==> config.mk <==
export PLATFORM = sky130hd
export DESIGN_NAME = apb_irq_router
export DESIGN_NICKNAME = d
export VERILOG_FILES = /design/src/rtl/apb_irq_router_pkg.sv /design/src/rtl/apb_irq_router_slice.sv /design/src/rtl/apb_irq_router.sv
export SDC_FILE = /design/constraint.sdc
export NUM_CORES = 2
export LEC_CHECK = 0
export ABC_AREA = 1
export CORE_UTILIZATION = 35
export DETAILED_ROUTE_END_ITERATION = 10
export GPL_TIMING_DRIVEN = 0
export PLACE_DENSITY_LB_ADDON = 0.25
export SKIP_LAST_GASP = 1
export SYNTH_ARGS = -nofsm -noshare
export SYNTH_HDL_FRONTEND = slang
export SYNTH_SLANG_ARGS = --single-unit
==> constraint.sdc <==
create_clock -name i_clk -period 4.24 [get_ports i_clk]
set_clock_uncertainty 0.1 [all_clocks]
set_input_delay 0.636 -clock i_clk [delete_from_list [all_inputs] [get_ports i_clk]]
set_output_delay 0.636 -clock i_clk [all_outputs]
set_load 0.01 [all_outputs]
==> src/rtl/apb_irq_router_pkg.sv <==
// Shared types, field constants and PnP ids for the APB interrupt router.
// Word offsets are relative to the 4 KiB bus1 window.
package apb_irq_router_pkg;

  localparam logic [1:0] IRQ_MODE_LEVEL = 2'd0;
  localparam logic [1:0] IRQ_MODE_RISE  = 2'd1;
  localparam logic [1:0] IRQ_MODE_FALL  = 2'd2;
  localparam logic [1:0] IRQ_MODE_BOTH  = 2'd3;

  localparam int TGT_W = 8;

  localparam logic [3:0] WA_PEND_HI = 4'h8;
  localparam logic [3:0] WA_RAW_HI  = 4'h9;
  localparam logic [9:0] WA_INFO    = 10'h280;

  localparam logic [7:0]  VENDOR_ID = 8'h01;
  localparam logic [11:0] DEVICE_ID = 12'h0a5;

  typedef struct packed {
    logic [TGT_W-1:0] target;
    logic             en;
    logic             inv;
    logic [1:0]       mode;
  } irqcfg_type;

  typedef struct packed {
    logic [31:0] base;
    logic [31:0] mask;
  } mapinfo_type;

  typedef struct packed {
    logic [7:0]  vendor;
    logic [11:0] device;
    logic [3:0]  version;
  } dev_config_type;

  typedef struct packed {
    logic        psel;
    logic        penable;
    logic        pwrite;
    logic [31:0] paddr;
    logic [31:0] pwdata;
  } apb_in_type;

  typedef struct packed {
    logic        pready;
    logic [31:0] prdata;
    logic        pslverr;
  } apb_out_type;

  function automatic logic [31:0] cfg_word(irqcfg_type c);
    return {16'b0, c.target, 4'b0, c.en, c.inv, c.mode};
  endfunction

endpackage

==> src/rtl/apb_irq_router_slice.sv <==
// One interrupt source: synchronizer, inversion, edge detect,
// pending flag and the active request fed to the router.
import apb_irq_router_pkg::*;

module irq_src_slice #(
  parameter int sync_stages = 2
) (
  input  logic       clk,
  input  logic       rst,
  input  logic       irq,
  input  irqcfg_type cfg,
  input  logic       clr,
  input  logic       dis,
  output logic       lvl,
  output logic       pend,
  output logic       active
);

  logic raw;
  logic s;
  logic prev;
  logic lvl_q;
  logic rise;
  logic fall;
  logic edge_sel;
  logic hit;

  if (sync_stages == 0) begin : g_nosync
    assign raw = irq;
  end else begin : g_sync
    logic [sync_stages-1:0] sr;
    always_ff @(posedge clk) begin
      if (rst) begin
        sr <= '0;
      end else begin
        sr[0] <= irq;
        for (int i = 1; i < sync_stages; i++)
          sr[i] <= sr[i-1];
      end
    end
    assign raw = sr[sync_stages-1];
  end

  assign rise = s & ~prev;
  assign fall = ~s & prev;

  always_comb begin
    edge_sel = 1'b0;
    unique case (cfg.mode)
      IRQ_MODE_LEVEL: edge_sel = 1'b0;
      IRQ_MODE_RISE:  edge_sel = rise;
      IRQ_MODE_FALL:  edge_sel = fall;
      IRQ_MODE_BOTH:  edge_sel = rise | fall;
      default:        edge_sel = 1'b0;
    endcase
  end

  assign hit = edge_sel & cfg.en;

  // a new edge beats a W1C in the same cycle; disabling beats both
  always_ff @(posedge clk) begin
    if (rst) begin
      s     <= 1'b0;
      prev  <= 1'b0;
      lvl_q <= 1'b0;
      pend  <= 1'b0;
    end else begin
      s     <= raw ^ cfg.inv;
      prev  <= s;
      lvl_q <= s & cfg.en;
      if (dis)
        pend <= 1'b0;
      else if (hit)
        pend <= 1'b1;
      else if (clr)
        pend <= 1'b0;
    end
  end

  assign lvl    = s;
  assign active = (cfg.mode == IRQ_MODE_LEVEL) ? lvl_q : pend;

endmodule

==> src/rtl/apb_irq_router.sv <==
// APB-programmable router from peripheral IRQ sources to PLIC lines:
// register decode, per-source CFG array and registered output OR.
import apb_irq_router_pkg::*;

module apb_irq_router #(
  parameter int nsrc        = 32,
  parameter int nout        = 72,
  parameter int sync_stages = 2,
  parameter int tgt_bits    = 8
) (
  input  logic            i_clk,
  input  logic            i_rst,
  input  mapinfo_type     i_mapinfo,
  output dev_config_type  o_cfg,
  input  apb_in_type      i_apbi,
  output apb_out_type     o_apbo,
  input  logic [nsrc-1:0] i_irq,
  output logic [nout-1:0] o_irq
);

  localparam int NW = (nsrc + 31) / 32;
  localparam logic [TGT_W-1:0] TMASK =
    TGT_W'((1 << tgt_bits) - 1);

  irqcfg_type        cfg_q [nsrc];
  logic [NW*32-1:0]  pend_v;
  logic [NW*32-1:0]  raw_v;
  logic [nsrc-1:0]   act;
  logic [nsrc-1:0]   clr;
  logic [nsrc-1:0]   dis;
  logic [nout-1:0]   route;
  logic [9:0]        widx;
  logic              hit;
  logic              acc;
  logic              wr;
  logic              is_cfg;
  logic              is_pend;
  logic              is_raw;
  logic              is_info;
  logic [31:0]       rdata;
  logic              rerr;
  logic              pready_q;
  logic [31:0]       prdata_q;
  logic              pslverr_q;

  assign widx = i_apbi.paddr[11:2];
  assign hit  = ((i_apbi.paddr ^ i_mapinfo.base)
                & i_mapinfo.mask) == '0;
  // the cycle pready is high must not start a second access
  assign acc  = i_apbi.psel & i_apbi.penable & ~pready_q;
  assign wr   = acc & i_apbi.pwrite;

  assign is_cfg  = hit & (widx < 10'(nsrc));
  assign is_pend = hit & (widx[9:6] == WA_PEND_HI)
                 & (widx[5:0] < 6'(NW));
  assign is_raw  = hit & (widx[9:6] == WA_RAW_HI)
                 & (widx[5:0] < 6'(NW));
  assign is_info = hit & (widx == WA_INFO);

  always_comb begin
    rdata = '0;
    rerr  = 1'b0;
    unique case (1'b1)
      is_cfg: begin
        for (int k = 0; k < nsrc; k++)
          if (widx == 10'(k))
            rdata = cfg_word(cfg_q[k]);
      end
      is_pend: begin
        for (int w = 0; w < NW; w++)
          if (widx[5:0] == 6'(w))
            rdata = pend_v[32*w +: 32];
      end
      is_raw: begin
        for (int w = 0; w < NW; w++)
          if (widx[5:0] == 6'(w))
            rdata = raw_v[32*w +: 32];
      end
      is_info: begin
        rdata = {12'b0, 4'(sync_stages),
                 8'(nout), 8'(nsrc)};
      end
      default: rerr = 1'b1;
    endcase
  end

  always_comb begin
    clr = '0;
    dis = '0;
    for (int k = 0; k < nsrc; k++) begin
      if (wr && is_pend && widx[5:0] == 6'(k / 32))
        clr[k] = i_apbi.pwdata[k % 32];
      if (wr && is_cfg && widx == 10'(k))
        dis[k] = ~i_apbi.pwdata[3];
    end
  end

  always_ff @(posedge i_clk) begin
    if (i_rst) begin
      for (int k = 0; k < nsrc; k++)
        cfg_q[k] <= '0;
      pready_q  <= 1'b0;
      prdata_q  <= '0;
      pslverr_q <= 1'b0;
    end else begin
      pready_q <= acc;
      if (acc) begin
        prdata_q  <= i_apbi.pwrite ? '0 : rdata;
        pslverr_q <= rerr;
      end
      for (int k = 0; k < nsrc; k++) begin
        if (wr && is_cfg && widx == 10'(k)) begin
          cfg_q[k].mode   <= i_apbi.pwdata[1:0];
          cfg_q[k].inv    <= i_apbi.pwdata[2];
          cfg_q[k].en     <= i_apbi.pwdata[3];
          cfg_q[k].target <= i_apbi.pwdata[15:8] & TMASK;
        end
      end
    end
  end

  for (genvar k = 0; k < nsrc; k++) begin : g_src
    irq_src_slice #(
      .sync_stages(sync_stages)
    ) u_src (
      .clk    (i_clk),
      .rst    (i_rst),
      .irq    (i_irq[k]),
      .cfg    (cfg_q[k]),
      .clr    (clr[k]),
      .dis    (dis[k]),
      .lvl    (raw_v[k]),
      .pend   (pend_v[k]),
      .active (act[k])
    );
  end

  if (NW * 32 > nsrc) begin : g_pad
    assign pend_v[NW*32-1:nsrc] = '0;
    assign raw_v[NW*32-1:nsrc]  = '0;
  end

  // targets at or above nout never match any line
  always_comb begin
    route = '0;
    for (int t = 0; t < nout; t++)
      for (int k = 0; k < nsrc; k++)
        if (act[k] && cfg_q[k].target == TGT_W'(t))
          route[t] = 1'b1;
  end

  always_ff @(posedge i_clk) begin
    if (i_rst)
      o_irq <= '0;
    else
      o_irq <= route;
  end

  assign o_apbo = '{pready:  pready_q,
                    prdata:  prdata_q,
                    pslverr: pslverr_q};

  assign o_cfg = '{vendor:  VENDOR_ID,
                   device:  DEVICE_ID,
                   version: 4'd1};

endmodule

==> impl_metrics.py, run 1 <==
metrics = {
    "run_status": {
        "status": "aborted with a tool error",
        "lastStage": "global routing",
        "error_line": "[ERROR GRT-0116] Global routing finished with congestion. Check the congestion regions in the DRC Viewer.",
    },
    "synthesis": {
        "ys_types": 62,
        "synth_area_mm2": 0.0493,
        "async_flop_share": 0,
        "postSynthAreaPerCell_um2": 6.63,
        "yosys_most_used_dff": "edfxtp_1",
        "synth_top_area_cell": "edfxtp_1",
        "synth_enable_flop_cells": 384,
        "synth_seq_area_share": 0.355,
        "yosys.area.top_type_share": 0.234,
        "syn_inst": 7432,
        "ys_warn_count": 0,
        "synth.area.top_cells": "edfxtp_1, nor2_1, dfxtp_1",
        "ys_ff_latch": 682,
    },
    "global_routing": {
        "grt_pass1_wl_um": 832000,
        "grt_usage": 0.848,
        "grt_max_degree": 16,
        "grt_overflow": 1379,
        "grt_pass1_vias": 76500,
    },
    "clock_tree": {
        "root_buffer": "clkbuf_16",
        "cts_hold_buffers": 0,
        "h-tree-depth": 3,
        "cts-buffers-inserted": 77,
        "clock-sinks": 682,
        "clockBufferDepth": 3,
    },
    "floorplanning": {
        "initial_core_util": 0.353,
        "row_count": 137,
        "die_w_um": 377,
        "ioPinCount": 295,
        "die_h_um": 377,
    },
    "place": {
        "dp_hpwl_um": 398000,
        "gp_congestion": 1.57,
        "portBuffers": 270,
    },
}
per-stage QoR:
step           hold slack, ns  setup WS [ns]  instances   util  cell area [µm²]
3_3_place_gp            0.293          -3.72       9600  0.390            54400
2_1_floorplan           0.288          0.555       7454      -            49300
4_1_cts                 0.299         -0.423       9871  0.427            59600
3_5_place_dp            0.294          -1.81       9711  0.403            56300
repair_timing:
item	CTS
gates resized for setup	173
setup buffers	18
gates cloned	0
setup endpoints to repair	80
pin swaps	15
cells by family after synthesis:
| group | synth area share |
|---|---|
| buffers and inverters | 0.127 |
| adders and majority gates | 0.0163 |
| muxes | 0.000203 |
| xor gates and xnor gates | 0.00622 |
| other | 0.000152 |
| and+or+nand+nor | 0.299 |
| DFF | 0.355 |
| AOI/OAI and AO/OA | 0.197 |
cell usage after synthesis, types with 6 or more instances:
master,instances
xnor2_1,32
nand4_1,111
buf_2,22
o221ai_1,41
ha_1,64
a2111oi_0,44
o211ai_1,41
a22oi_1,48
nor2_4,7
o21ai_1,13
clkbuf_1,150
nor4_1,87
nand2_1,1254
o32ai_1,12
a221oi_1,144
a31oi_1,28
or4_1,9
o22ai_1,501
a21oi_1,144
o41ai_1,6
nand3_1,197
dfxtp_1,298
o21ai_0,223
or2_2,11
nor2_1,1674
a211oi_1,39
buf_4,27
clkinv_1,54
o2111ai_1,87
a41oi_1,26
inv_1,1352
edfxtp_1,384
a32o_1,7
nor3_1,223
routing by layer:
metal	GRT overflow	global-route usage
met1	84	0.861
met4	464	0.786
met5	17	0.598
met2	718	0.946
met3	96	0.769
==> inputs of run 2 (changes only) <==
- CORE_UTILIZATION: 35 -> 20
- PLACE_DENSITY_LB_ADDON: 0.25 -> 0.15
==> run 2 against run 1 <==
Net effect: area after synthesis unchanged; the flow now finishes, with violations (capacitance limit, slew limit, setup timing); synthesized cell count unchanged.
==> impl_metrics.py, run 2 <==
metrics = {
    "synthesis": {
        "postSynthAreaPerCell_um2": 6.63,
        "syn_inst": 7432,
        "ys_ff_latch": 682,
        "synth.area.top_cells": "edfxtp_1, nor2_1, dfxtp_1",
        "ys_types": 62,
        "ys_top_cells_by_count": "nor2_1, inv_1, nand2_1",
        "yosysMostFrequentCell": "nor2_1",
        "synth_top_family_by_area": "simple AND/OR/NAND/NOR gates",
        "synth_top_area_cell": "edfxtp_1",
        "synth-simple-area-share": 0.299,
        "synth_seq_area_share": 0.355,
        "synth_mux_area_frac": 0.000203,
        "ys_warn_count": 0,
        "synth_area_mm2": 0.0493,
        "synth-compound-area-share": 0.197,
        "synth_xor_area_frac": 0.00622,
        "async_flop_share": 0,
        "synth_enable_flop_cells": 384,
        "synth_adder_area_share": 0.0163,
        "yosys.area.top_type_share": 0.234,
        "yosys_most_used_dff": "edfxtp_1",
    },
    "final_layout": {
        "largestRegisters": "cfg_q: 384 flops, o_irq: 72 flops, g_src.u_src.g_sync.sr: 64 flops",
        "final_util": 0.276,
        "final_common_cell": "nor2_1",
        "regArea_mm2": 0.0175,
        "syn_to_final_growth_pct": 36.7,
        "instances_no_fill": 11600,
        "fin_area_mm2": 0.0673,
        "largest_register_ffs": 384,
        "fillers": 27300,
        "multiInputGateArea_mm2": 0.0285,
        "nNetsFinal": 8445,
        "drive_gt1_frac": 0.153,
        "mostFrequentLayoutCells": "nor2_1, inv_1, nand2_1",
        "top_register": "cfg_q",
    },
    "global_routing": {
        "grt_usage": 0.544,
        "grt_overflow": 0,
        "grt_pass1_wl_um": 833000,
        "grt_max_degree": 16,
        "antenna_found_initial": 175,
        "grt_pass1_vias": 63100,
    },
    "sta": {
        "clock.fmax_mhz": 209,
        "maxSlewViolCount": 64,
        "setup_violations": 55,
        "worstMarginPinSlew_ns": 1.67,
        "fin_crit_sh": 1.13,
        "worst_slack_ns": -0.556,
        "min_period_ns": 4.80,
        "slew-limit-headroom": -0.115,
        "rsz0062_at_grt": "yes",
        "holdWs_ns": 0.288,
        "final_hold_viol_count": 0,
        "fin_setup_tns_ns": -10.17,
    },
    "place": {
        "dp_cells": 11100,
        "detailedPlace.worstSlack_ns": -2.27,
        "gp_congestion": 1.24,
        "dpl-instance-area_mm2": 0.0600,
        "dp_hpwl_um": 560000,
        "portBuffers": 270,
    },
    "run": {
        "maxCapViolCount": 16,
    },
    "run_status": {
        "status": "complete, but fails checks",
        "violations": "capacitance limit, slew limit, setup timing",
    },
    "worst_setup_path": {
        "cp_slowest_cell": "nor3_4",
        "crit_chain": "nor2_1 > inv_1 > nor3_2 > inv_1 > nor3_4 > a31oi_1 > o311ai_0 > nor4_2 > nand3_1 > nor3_1 > nor2_1",
        "max_stage_delay_ns": 1.01,
        "crit_cells": 11,
        "worstSetupStartpointType": "flop",
        "worstPathMaxFanout": 4,
        "rr_worst_depth": 11,
        "worstSetupPathType": "reg2reg",
        "worstPathArrival_ns": 5.36,
        "cp_top_family": "simple AND/OR/NAND/NOR gates",
        "required_ns": 4.80,
        "crit_buf_inv": 2,
        "end_kind": "flop",
    },
    "floorplanning": {
        "die_w_um": 498,
        "initial_core_util": 0.202,
        "design.die.area_mm2": 0.248,
        "die_h_um": 498,
        "row_count": 181,
        "core-area_mm2": 0.244,
        "ioPinCount": 295,
    },
    "clock_tree": {
        "clock-sinks": 682,
        "clockBufferDepth": 3,
        "h-tree-depth": 3,
        "root_buffer": "clkbuf_16",
        "clk_pin_slew_worst_paths_ns": 0.06,
        "cts_tree": "built",
        "cts-buffers-inserted": 80,
        "clock_latency_ns": 0.84,
    },
    "power": {
        "vdd_drop_max_v": 0.000344,
        "power_density_mw_per_mm2": 295,
        "leakage_nw": 23.9,
        "total_power_mw": 19.8,
    },
    "route": {
        "drt_iter0_markers": 12800,
        "vias": 73300,
        "detail_route.wl_per_cell_um": 58.8,
        "routed_wl_um": 685000,
        "final_antenna_net_count": 0,
        "drt_pass1_iterations": 7,
        "via_per_inst": 6.29,
        "drc": 0,
    },
    "worst_hold_path": {
        "whs_path_depth": 3,
        "hold_class": "in2reg",
    },
}
[run 2: cell counts after synthesis]
No cell type changed its count.
[run 2: kinds of logic after synthesis]
logic type | Yosys count
xor gates and xnor gates | 35
DFF | 682
AOI/OAI and AO/OA | 1437
and+or+nand+nor | 3594
buffers and inverters | 1617
muxes | 1
other | 2
adders and majority gates | 64
[run 2: cell type report]
| cell class | count | share of cell area |
|---|---|---|
| diodes | 155 | 0.00576 |
| well taps | 3202 | 0.0595 |
| plain buffers | 205 | 0.0164 |
| inverters | 1411 | 0.0828 |
| repair buffers | 681 | 0.113 |
| clock buffers | 101 | 0.0321 |
| multi-input cells | 5155 | 0.423 |
| clock inverters | 49 | 0.00697 |
| flip-flops and latches | 682 | 0.260 |
[run 2: per-layer routing]
metal,up-vias,global-route usage,routed length [µm]
li1,26800,-,-
met1,36700,0.584,249000
met2,7319,0.706,261000
met3,2390,0.327,89100
met4,57,0.560,84600
met5,-,0.0260,1030
[run 2: worst paths after layout]
kind | to | from | slack (ns)
max | o_irq[66] | cfg_q[0][9] | -0.56
min | g_src[9].u_src.g_sync.sr[0] | i_irq[9] | 0.29
max reg2reg | o_irq[66] | cfg_q[0][9] | -0.56
min reg2reg | g_src[14].u_src.g_sync.sr[1] | g_src[14].u_src.g_sync.sr[0] | 0.30
[run 2: worst reg2reg max path: cells and delay by family (launching register included)]
family	cells	cell delay (ns)
AO/OA/AOI/OAI	2	0.75
flip-flops	1	0.55
AND/OR/NAND/NOR	7	2.73
buffers and inverters	2	0.56
[run 2: timing repair]
| action | in CTS | in global routing |
|---|---|---|
| hold buffers | 0 | 0 |
| buffers inserted | 73 | 92 |
| pin swaps | 35 | 42 |
| endpoints found under the setup margin | 146 | 70 |
| gates resized for setup | 364 | 232 |
[run 2: report_power, final]
| group | switching, mW | leakage, nW | internal [mW] |
|---|---|---|---|
| registers | 0.440 | 6.24 | 7.34 |
| logic | 3.76 | 16.3 | 0.984 |
| clock network | 3.45 | 1.29 | 3.87 |
(Power assumes the default switching activity.)
